--- src/rtl/exc_pkg.sv ---
// Shared definitions for the CP0 exception sequencer: cause codes, state encoding, reset PC.
package exc_pkg;

    localparam int unsigned XLEN    = 32;
    localparam int unsigned CAUSE_W = 5;

    typedef logic [CAUSE_W-1:0] cause_t;

    localparam cause_t CAUSE_SYSCALL = 5'b01000;
    localparam cause_t CAUSE_BREAK   = 5'b01001;
    localparam cause_t CAUSE_TEQ     = 5'b01101;
    localparam cause_t CAUSE_INTR    = 5'b00000;

    localparam logic [XLEN-1:0] RESET_PC_DEFAULT = 32'h0040_0000;

    typedef enum logic [1:0] {
        ST_IDLE     = 2'd0,
        ST_RAISE    = 2'd1,
        ST_ERET     = 2'd2,
        ST_REDIRECT = 2'd3
    } exc_state_t;

    // Latched exception record presented to CP0 during RAISE
    typedef struct packed {
        cause_t          cause;
        logic [XLEN-1:0] pc;
    } exc_rec_t;

    // Synchronous trap priority: syscall > break > teq
    function automatic cause_t pick_cause(input logic syscall, input logic brk);
        if (syscall)
            return CAUSE_SYSCALL;
        else if (brk)
            return CAUSE_BREAK;
        return CAUSE_TEQ;
    endfunction

endpackage

--- src/rtl/exc_sequencer_if.sv ---
// Exception request / CP0 strobe bundle between control FSM, CP0, PC and the sequencer.
interface exc_sequencer_if;
    import exc_pkg::*;

    logic                insn_boundary;
    logic                syscall_req;
    logic                break_req;
    logic                teq_req;
    logic                eret_req;
    logic                ext_intr;
    logic [XLEN-1:0]     cur_pc;
    logic [XLEN-1:0]     cp0_status;
    logic [XLEN-1:0]     cp0_exc_addr;

    logic                cp0_exception;
    logic                cp0_eret;
    logic [CAUSE_W-1:0]  cp0_cause;
    logic [XLEN-1:0]     cp0_pc;
    logic                pc_load;
    logic [XLEN-1:0]     pc_next;
    logic                stall;

    modport master (
        input  insn_boundary, syscall_req, break_req, teq_req, eret_req, ext_intr,
        input  cur_pc, cp0_status, cp0_exc_addr,
        output cp0_exception, cp0_eret, cp0_cause, cp0_pc, pc_load, pc_next, stall
    );

    modport slave (
        output insn_boundary, syscall_req, break_req, teq_req, eret_req, ext_intr,
        output cur_pc, cp0_status, cp0_exc_addr,
        input  cp0_exception, cp0_eret, cp0_cause, cp0_pc, pc_load, pc_next, stall
    );

endinterface

--- src/rtl/exc_sync2.sv ---
// Two-flop synchroniser with synchronous active-high reset.
module exc_sync2 (
    input  logic clk,
    input  logic rst,
    input  logic d,
    output logic q
);

    logic meta;

    always_ff @(posedge clk) begin
        if (rst) begin
            meta <= 1'b0;
            q    <= 1'b0;
        end else begin
            meta <= d;
            q    <= meta;
        end
    end

endmodule

--- src/rtl/exc_sequencer.sv ---
// CP0 exception initiator: prioritises traps/eret/interrupt and runs the strobe/redirect sequence.
// Build option: define EXC_SEQ_INTR_EN to enable the synchronised external interrupt path.
module exc_sequencer
    import exc_pkg::*;
#(
    parameter logic [XLEN-1:0] RESET_PC   = RESET_PC_DEFAULT,
    parameter int unsigned     INT_EN_BIT = 0
) (
    input  logic            clk,
    input  logic            rst,
    exc_sequencer_if.master bus
);

    exc_state_t state;
    exc_rec_t   rec;
    logic       exc_q;
    logic       eret_q;
    logic       pc_load_q;
    logic       intr_sync;

`ifdef EXC_SEQ_INTR_EN
    exc_sync2 u_sync2 (
        .clk (clk),
        .rst (rst),
        .d   (bus.ext_intr),
        .q   (intr_sync)
    );
`else
    assign intr_sync = 1'b0;
    logic unused_ext_intr;
    assign unused_ext_intr = bus.ext_intr;
`endif

    // Only bit 0 and the enable bit of status matter here
    logic unused_status;
    assign unused_status = ^bus.cp0_status;

    logic trap_req;
    logic intr_ok;
    logic in_idle;

    assign trap_req = bus.syscall_req | bus.break_req | bus.teq_req;
    assign in_idle  = (state == ST_IDLE);
    assign intr_ok  = bus.insn_boundary & ~trap_req & ~bus.eret_req & intr_sync
                    & bus.cp0_status[0] & bus.cp0_status[INT_EN_BIT];

    always_ff @(posedge clk) begin
        if (rst) begin
            state     <= ST_IDLE;
            rec       <= '0;
            exc_q     <= 1'b0;
            eret_q    <= 1'b0;
            pc_load_q <= 1'b0;
        end else begin
            exc_q     <= 1'b0;
            eret_q    <= 1'b0;
            pc_load_q <= 1'b0;
            case (state)
                ST_IDLE: begin
                    if (trap_req) begin
                        state     <= ST_RAISE;
                        exc_q     <= 1'b1;
                        rec.cause <= pick_cause(bus.syscall_req, bus.break_req);
                        rec.pc    <= bus.cur_pc;
                    end else if (bus.eret_req) begin
                        state  <= ST_ERET;
                        eret_q <= 1'b1;
                    end else if (intr_ok) begin
                        state     <= ST_RAISE;
                        exc_q     <= 1'b1;
                        rec.cause <= CAUSE_INTR;
                        rec.pc    <= bus.cur_pc;
                    end
                end
                ST_RAISE, ST_ERET: begin
                    state     <= ST_REDIRECT;
                    pc_load_q <= 1'b1;
                end
                ST_REDIRECT: begin
                    state <= ST_IDLE;
                end
            endcase
        end
    end

    assign bus.cp0_exception = exc_q;
    assign bus.cp0_eret      = eret_q;
    assign bus.cp0_cause     = rec.cause;
    assign bus.cp0_pc        = rec.pc;
    assign bus.pc_load       = pc_load_q;

    // exc_addr is only valid after the RAISE/ERET edge, so it is muxed rather than captured
    assign bus.pc_next = (state == ST_REDIRECT) ? bus.cp0_exc_addr : RESET_PC;
    assign bus.stall   = ~in_idle | trap_req | bus.eret_req | intr_ok;

    // A stalled control FSM must not issue new trap/eret pulses
    a_no_req_busy : assert property (@(posedge clk) disable iff (rst)
        !in_idle |-> !(trap_req | bus.eret_req));

endmodule
--- src/flat_wrapper.sv ---
// flat-port wrapper written by rule: the top's interface ports become plain ports
module exc_sequencer_flat import exc_pkg::*;
#(
    parameter logic [XLEN-1:0] RESET_PC   = RESET_PC_DEFAULT,
    parameter int unsigned     INT_EN_BIT = 0
)
  (clk, rst, bus_insn_boundary, bus_syscall_req, bus_break_req, bus_teq_req, bus_eret_req, bus_ext_intr, bus_cur_pc, bus_cp0_status, bus_cp0_exc_addr, bus_cp0_exception, bus_cp0_eret, bus_cp0_cause, bus_cp0_pc, bus_pc_load, bus_pc_next, bus_stall);
  exc_sequencer_if bus_i ();
  input  logic clk;
  input  logic rst;
  input wire logic [$bits(bus_i.insn_boundary)-1:0] bus_insn_boundary;
  input wire logic [$bits(bus_i.syscall_req)-1:0] bus_syscall_req;
  input wire logic [$bits(bus_i.break_req)-1:0] bus_break_req;
  input wire logic [$bits(bus_i.teq_req)-1:0] bus_teq_req;
  input wire logic [$bits(bus_i.eret_req)-1:0] bus_eret_req;
  input wire logic [$bits(bus_i.ext_intr)-1:0] bus_ext_intr;
  input wire logic [$bits(bus_i.cur_pc)-1:0] bus_cur_pc;
  input wire logic [$bits(bus_i.cp0_status)-1:0] bus_cp0_status;
  input wire logic [$bits(bus_i.cp0_exc_addr)-1:0] bus_cp0_exc_addr;
  output wire logic [$bits(bus_i.cp0_exception)-1:0] bus_cp0_exception;
  output wire logic [$bits(bus_i.cp0_eret)-1:0] bus_cp0_eret;
  output wire logic [$bits(bus_i.cp0_cause)-1:0] bus_cp0_cause;
  output wire logic [$bits(bus_i.cp0_pc)-1:0] bus_cp0_pc;
  output wire logic [$bits(bus_i.pc_load)-1:0] bus_pc_load;
  output wire logic [$bits(bus_i.pc_next)-1:0] bus_pc_next;
  output wire logic [$bits(bus_i.stall)-1:0] bus_stall;
  assign bus_i.insn_boundary = bus_insn_boundary;
  assign bus_i.syscall_req = bus_syscall_req;
  assign bus_i.break_req = bus_break_req;
  assign bus_i.teq_req = bus_teq_req;
  assign bus_i.eret_req = bus_eret_req;
  assign bus_i.ext_intr = bus_ext_intr;
  assign bus_i.cur_pc = bus_cur_pc;
  assign bus_i.cp0_status = bus_cp0_status;
  assign bus_i.cp0_exc_addr = bus_cp0_exc_addr;
  assign bus_cp0_exception = bus_i.cp0_exception;
  assign bus_cp0_eret = bus_i.cp0_eret;
  assign bus_cp0_cause = bus_i.cp0_cause;
  assign bus_cp0_pc = bus_i.cp0_pc;
  assign bus_pc_load = bus_i.pc_load;
  assign bus_pc_next = bus_i.pc_next;
  assign bus_stall = bus_i.stall;
  exc_sequencer #(.RESET_PC(RESET_PC), .INT_EN_BIT(INT_EN_BIT)) u_core (.clk(clk), .rst(rst), .bus(bus_i));
endmodule
--- config.mk ---
export PLATFORM = sky130hd
export DESIGN_NAME = exc_sequencer_flat
export DESIGN_NICKNAME = d
export VERILOG_FILES = /design/src/rtl/exc_pkg.sv /design/src/rtl/exc_sequencer_if.sv /design/src/rtl/exc_sync2.sv /design/src/rtl/exc_sequencer.sv /design/src/flat_wrapper.sv
export SDC_FILE = /design/constraint.sdc
export NUM_CORES = 1
export LEC_CHECK = 0
export ABC_AREA = 1
export ABC_CLOCK_PERIOD_IN_PS = 3950
export BUFFER_PORTS_ARGS = -buffer_cell sky130_fd_sc_hd__buf_2
export CAP_MARGIN = 20
export CORE_MARGIN = 3
export CORE_UTILIZATION = 38
export DETAILED_ROUTE_END_ITERATION = 16
export PLACE_DENSITY = 0.86
export SLEW_MARGIN = 20
export SYNTH_ARGS = -nofsm -noshare
export SYNTH_HDL_FRONTEND = slang
export SYNTH_SLANG_ARGS = --single-unit
--- constraint.sdc ---
create_clock -name clk -period 3.95 [get_ports clk]
set_clock_uncertainty 0.2 [all_clocks]
set_input_delay 0.5925 -clock clk [delete_from_list [all_inputs] [get_ports clk]]
set_output_delay 0.5925 -clock clk [all_outputs]
set_load 0.02 [all_outputs]
### Word level (Yosys, flattened, before mapping)

Cells that the tools add are included.

| word-level totals | value |
|---|---|
| bits of input ports | 104 |
| memories kept | 0 |
| RAM bits | 0 |
| flip-flop bits (word level) | 42 |
| memory bits (read-only) | 0 |
| latch bits | 0 |
| output and inout port bits | 73 |

| operators by class | value |
|---|---|
| bitwise logic cells | 5 |
| reductions and logical operators | 5 |
| $lt $le $gt $ge | 0 |
| equality and inequality tests | 4 |
| div/mod/pow operators | 0 |
| multiplexer cells | 15 |
| add/sub/neg operators | 0 |
| shift operators | 0 |
| multipliers | 0 |

Operators with widths:

| operator | number |
|---|---|
| $mux W32 | 1 |
| $mux W5 | 3 |
| $mux W1 | 8 |
| $pmux W2 S3 | 1 |
| $eq A2 B2 Y1 const B | 2 |
| $mux W2 | 2 |
| $or A1 B1 Y1 | 4 |
| $reduce_or A2 Y1 | 2 |
| $ne A3 B2 Y1 const B | 1 |
| $reduce_or A3 Y1 | 1 |
| $eq A2 B1 Y1 const B | 1 |
| $logic_not A2 Y1 | 1 |
| $reduce_and A2 Y1 | 1 |
| $not A1 Y1 | 1 |

### Depth between registers and ports, before layout

| depth | value |
|---|---|
| depth after elaboration | 6 |
| depth in mapped cells | 7 |
| mapped depth without buffers | 6 |

### Worst setup path after synthesis

Ideal clock, no wire load.

| path | value |
|---|---|
| path kind | register to output |
| start | reg u_core.state[0] |
| end | out bus_pc_next[0] |
| buffers on the path | 1 |
| data arrival time | 1.035 ns |
| required time | 3.157 ns |
| slack | 2.122 ns |
| cell stages (with the launch flop) | 5 |
| path through | dfxtp_1 -> ha_1 -> clkbuf_1 -> nand2_1 -> inv_1 |

| between the ends | value |
|---|---|
| longest elaborated chain between the ends | 2 |

RTL lines:

| item | RTL line | RTL |
|---|---|---|
| from (decl) | exc_sequencer.sv:14 | `exc_state_t state;` |
| from (signal assigned) | exc_sequencer.sv:49 | `state <= ST_IDLE;` |
| from (signal assigned) | exc_sequencer.sv:61 | `state <= ST_RAISE;` |
| from (signal assigned) | exc_sequencer.sv:66 | `state <= ST_ERET;` |
| $eq A2 B2 Y1 | exc_sequencer.sv:93 | `assign bus.pc_next = (state == ST_REDIRECT) ? bus.cp0_exc_addr : RESET_PC;` |
| $mux W32 | exc_sequencer.sv:93 |  |
| to (decl) | flat_wrapper.sv:25 | `output wire logic [$bits(bus_i.pc_next)-1:0] bus_pc_next;` |

Every way passes these cells.

### Worst setup path after layout

| path | value |
|---|---|
| start | reg u_core.state[0] |
| end | out bus_pc_next[15] |

Same word-level chain as after synthesis.

==> impl_metrics.json <==
{
  "status": "completed",
  "antenna_found_initial": 2,
  "drv_slew": 0,
  "io_buffers": 140,
  "netlist_top_cells_count": "72 x nor2_1, 41 x inv_1, 40 x dfxtp_1",
  "hold_path.class": "reg -> reg",
  "power.density_nw_per_um2": 453.1,
  "tightestPinTransition_ps": 949.6,
  "multiInputGateArea_sq_um": 664.4,
  "setup_viol": 0,
  "period_needed_ps": 2615,
  "ff2ff_path_depth": 5,
  "drc": 0,
  "synth_top_area_share_pct": 46.44,
  "finalCritPeriodShare_pct": 66.20,
  "drt-pass1-iter-count": 4,
  "die_w_microns": 73.36,
  "ctsHoldBuffers": 0,
  "regToRegStartpoint": "u_core.state[0]",
  "grt_pass1_vias": 1807,
  "track_usage_pct": 17.60,
  "cts.sinks": 40,
  "postCtsSetupBuffers": 0,
  "cts_buffers": 5,
  "pin_count": 177,
  "seq_area_frac_synth_pct": 46.44,
  "gp_congestion": 0.8494,
  "drt_iter0_drc": 35,
  "r2r_end": "u_core.bus.cp0_cause[0]",
  "fin_tns_setup_ps": 0,
  "ant_nets": 0,
  "rrSetupSlack_ps": 2170,
  "hold_slack_ps": 276.1,
  "synth_cell_types": 21,
  "cts_tree": "done",
  "cap_violations": 0,
  "synth_xor_area_share_pct": 0,
  "crit_path_end_kind": "output port",
  "fillers": 409,
  "post_cts_resized": 0,
  "synth_most_common_cell": "nor2_1",
  "die_h_microns": 73.36,
  "initial_core_util_pct": 41.32,
  "p_total_mw": 1.121,
  "highest_layer": "met5",
  "synth_area_leaders": "dfxtp_1 46%, nor2_1 16%, inv_1 8.9%",
  "hold_violations": 0,
  "gr-total-overflow": 0,
  "vias_per_cell": 4.429,
  "ys_seq_elements": 40,
  "syn2layout_area_growth_pct": 43.47,
  "syn-cell-area_sq_um": 1724,
  "diodes": 0,
  "wl_met2_mm": 2.242,
  "cp-start-kind": "flip-flop",
  "leakage_nw": 1.631,
  "vias": 1922,
  "path_clk_slew_ps": 80,
  "drive_gt1_share_pct": 39.06,
  "rows": 23,
  "synth_edf_count": 0,
  "die-area_sq_um": 5382,
  "synth_ff_type": "dfxtp_1",
  "nets": 489,
  "synth_fa_ha_area_share_pct": 1.451,
  "rsz0062_at_grt": "no",
  "root_buffer": "clkbuf_8",
  "syn_inst": 250,
  "synth_top_family_by_area": "simple AND/OR/NAND/NOR gates",
  "htreeDepth": 2,
  "met3_length_microns": 689,
  "worstPathRequired_ps": 3160,
  "grt_pass1_wl_mm": 7.493,
  "yosys.area_share.simple_pct": 25.47,
  "finalWirelength_mm": 4.687,
  "cts_buffer_depth": 2,
  "critPathKind": "reg -> out",
  "routedWlPerCell_microns": 10.80,
  "clk_latency_ps": 280,
  "avgSynthCellArea_sq_um": 6.897,
  "slew_headroom_pct": 36.70,
  "synth_compound_area_share_pct": 11.18,
  "max_freq_mhz": 382.4,
  "place_hpwl_mm": 3.610,
  "worstPathArrival_ps": 1820,
  "core_sq_um": 4173,
  "cp-startpoint": "u_core.state[0]",
  "peakVddDrop_mv": 0.2860,
  "m1WireLength_mm": 1.706,
  "crit_end": "bus_pc_next[15]",
  "synth_top_cell_by_area": "dfxtp_1",
  "critPathMaxFanout": 32,
  "yosysWarningCount": 0,
  "muxShareOfSynthArea_pct": 0,
  "register_area_sq_um": 800.8,
  "grt_max_degree": 36,
  "async_flop_share_pct": 0
}
-- where the power goes --
group	leakage (nW)	total [mW]	switching, mW	internal, mW
combinational	1.26	0.361	0.240	0.121
clock	0.0424	0.262	0.136	0.126
sequential	0.333	0.498	0.0290	0.469
-- worst min-delay path by stage --
stage | from | endpoint | cells after the start
after global placement | u_core.bus.cp0_cause[0] | u_core.bus.cp0_cause[0] | 1
after CTS | u_core.bus.cp0_cause[0] | u_core.bus.cp0_cause[0] | 1
final | u_core.bus.cp0_cause[3] | u_core.bus.cp0_cause[3] | 2
after floorplan | u_core.state[0] | u_core.state[0] | 2
after global routing | u_core.bus.cp0_pc[17] | u_core.bus.cp0_pc[17] | 2
after detailed placement | u_core.bus.cp0_cause[0] | u_core.bus.cp0_cause[0] | 1
-- state kept, by name, indices dropped and copies added, names as in the netlist --
| signal | flops |
|---|---|
| u_core.bus.cp0_pc | 32 |
| u_core.bus.pc_load | 1 |
| u_core.bus.cp0_exception | 1 |
| u_core.state | 2 |
| u_core.bus.cp0_eret | 1 |
| u_core.bus.cp0_cause | 3 |
-- worst max-delay path, stage by stage (launching register included) --
cell and delay [ps]:
dfxtp_1 370, ha_1 800, nand2_1 120, inv_1 90, buf_2 160
-- cell usage in the layout, fill, tap and decap left out --
| master | netlist | routed |
|---|---|---|
| nor4_1 | 1 | 1 |
| nand4_1 | 1 | 1 |
| dfxtp_1 | 40 | 40 |
| inv_1 | 41 | 41 |
| o21a_1 | 1 | 1 |
| clkinv_4 | 0 | 1 |
| nand2_1 | 34 | 34 |
| clkbuf_8 | 0 | 5 |
| nor2_2 | 1 | 1 |
| nand2_2 | 1 | 1 |
| o21ai_0 | 27 | 27 |
| inv_4 | 1 | 1 |
| conb_1 | 1 | 2 |
| a21oi_1 | 4 | 4 |
| nand2_4 | 1 | 1 |
| nand3_1 | 1 | 1 |
| o21ai_1 | 6 | 6 |
| clkbuf_1 | 3 | 2 |
| ha_1 | 2 | 2 |
| nor2_1 | 72 | 72 |
| buf_2 | 4 | 140 |
-- cell families (layout without fill, tap and decap cells) --
group                    count (synthesis)  after routing
AO/OA/AOI/OAI                           38             38
adder cells (fa/ha/maj)                  2              2
buffers and inverters                   57            190
flip-flops                              40             40
other                                    1              2
AND/OR/NAND/NOR                        112            112
-- final cells by class --
| cell class | count | area share [%] |
|---|---|---|
| Clock buffer | 7 | 3.085 |
| Clock inverter | 1 | 0.3541 |
| Inverter | 42 | 6.474 |
| Multi-Input combinational cell | 154 | 26.86 |
| Sequential cell | 40 | 32.37 |
| Tap cell | 50 | 2.529 |
| Timing Repair Buffer | 140 | 28.33 |
-- stage by stage --
step,instances,area (sq um),utilization [%],setup WS (ps)
floorplan,251,1728,-,2122
global route,434,2474,59.28,1139
global placement,426,2389,57.24,1642
CTS,434,2474,59.28,1301
detailed placement,426,2389,57.24,1611
finish,434,2474,59.28,1335
-- metal layers --
layer | global-route usage [%] | vias to the layer above
met5 | 0 | -
met1 | 16.99 | 812
li1 | - | 1002
met2 | 33.37 | 96
met4 | 4.427 | 4
met3 | 8.208 | 8
No activity file was read; power rests on OpenSTA's default activity.
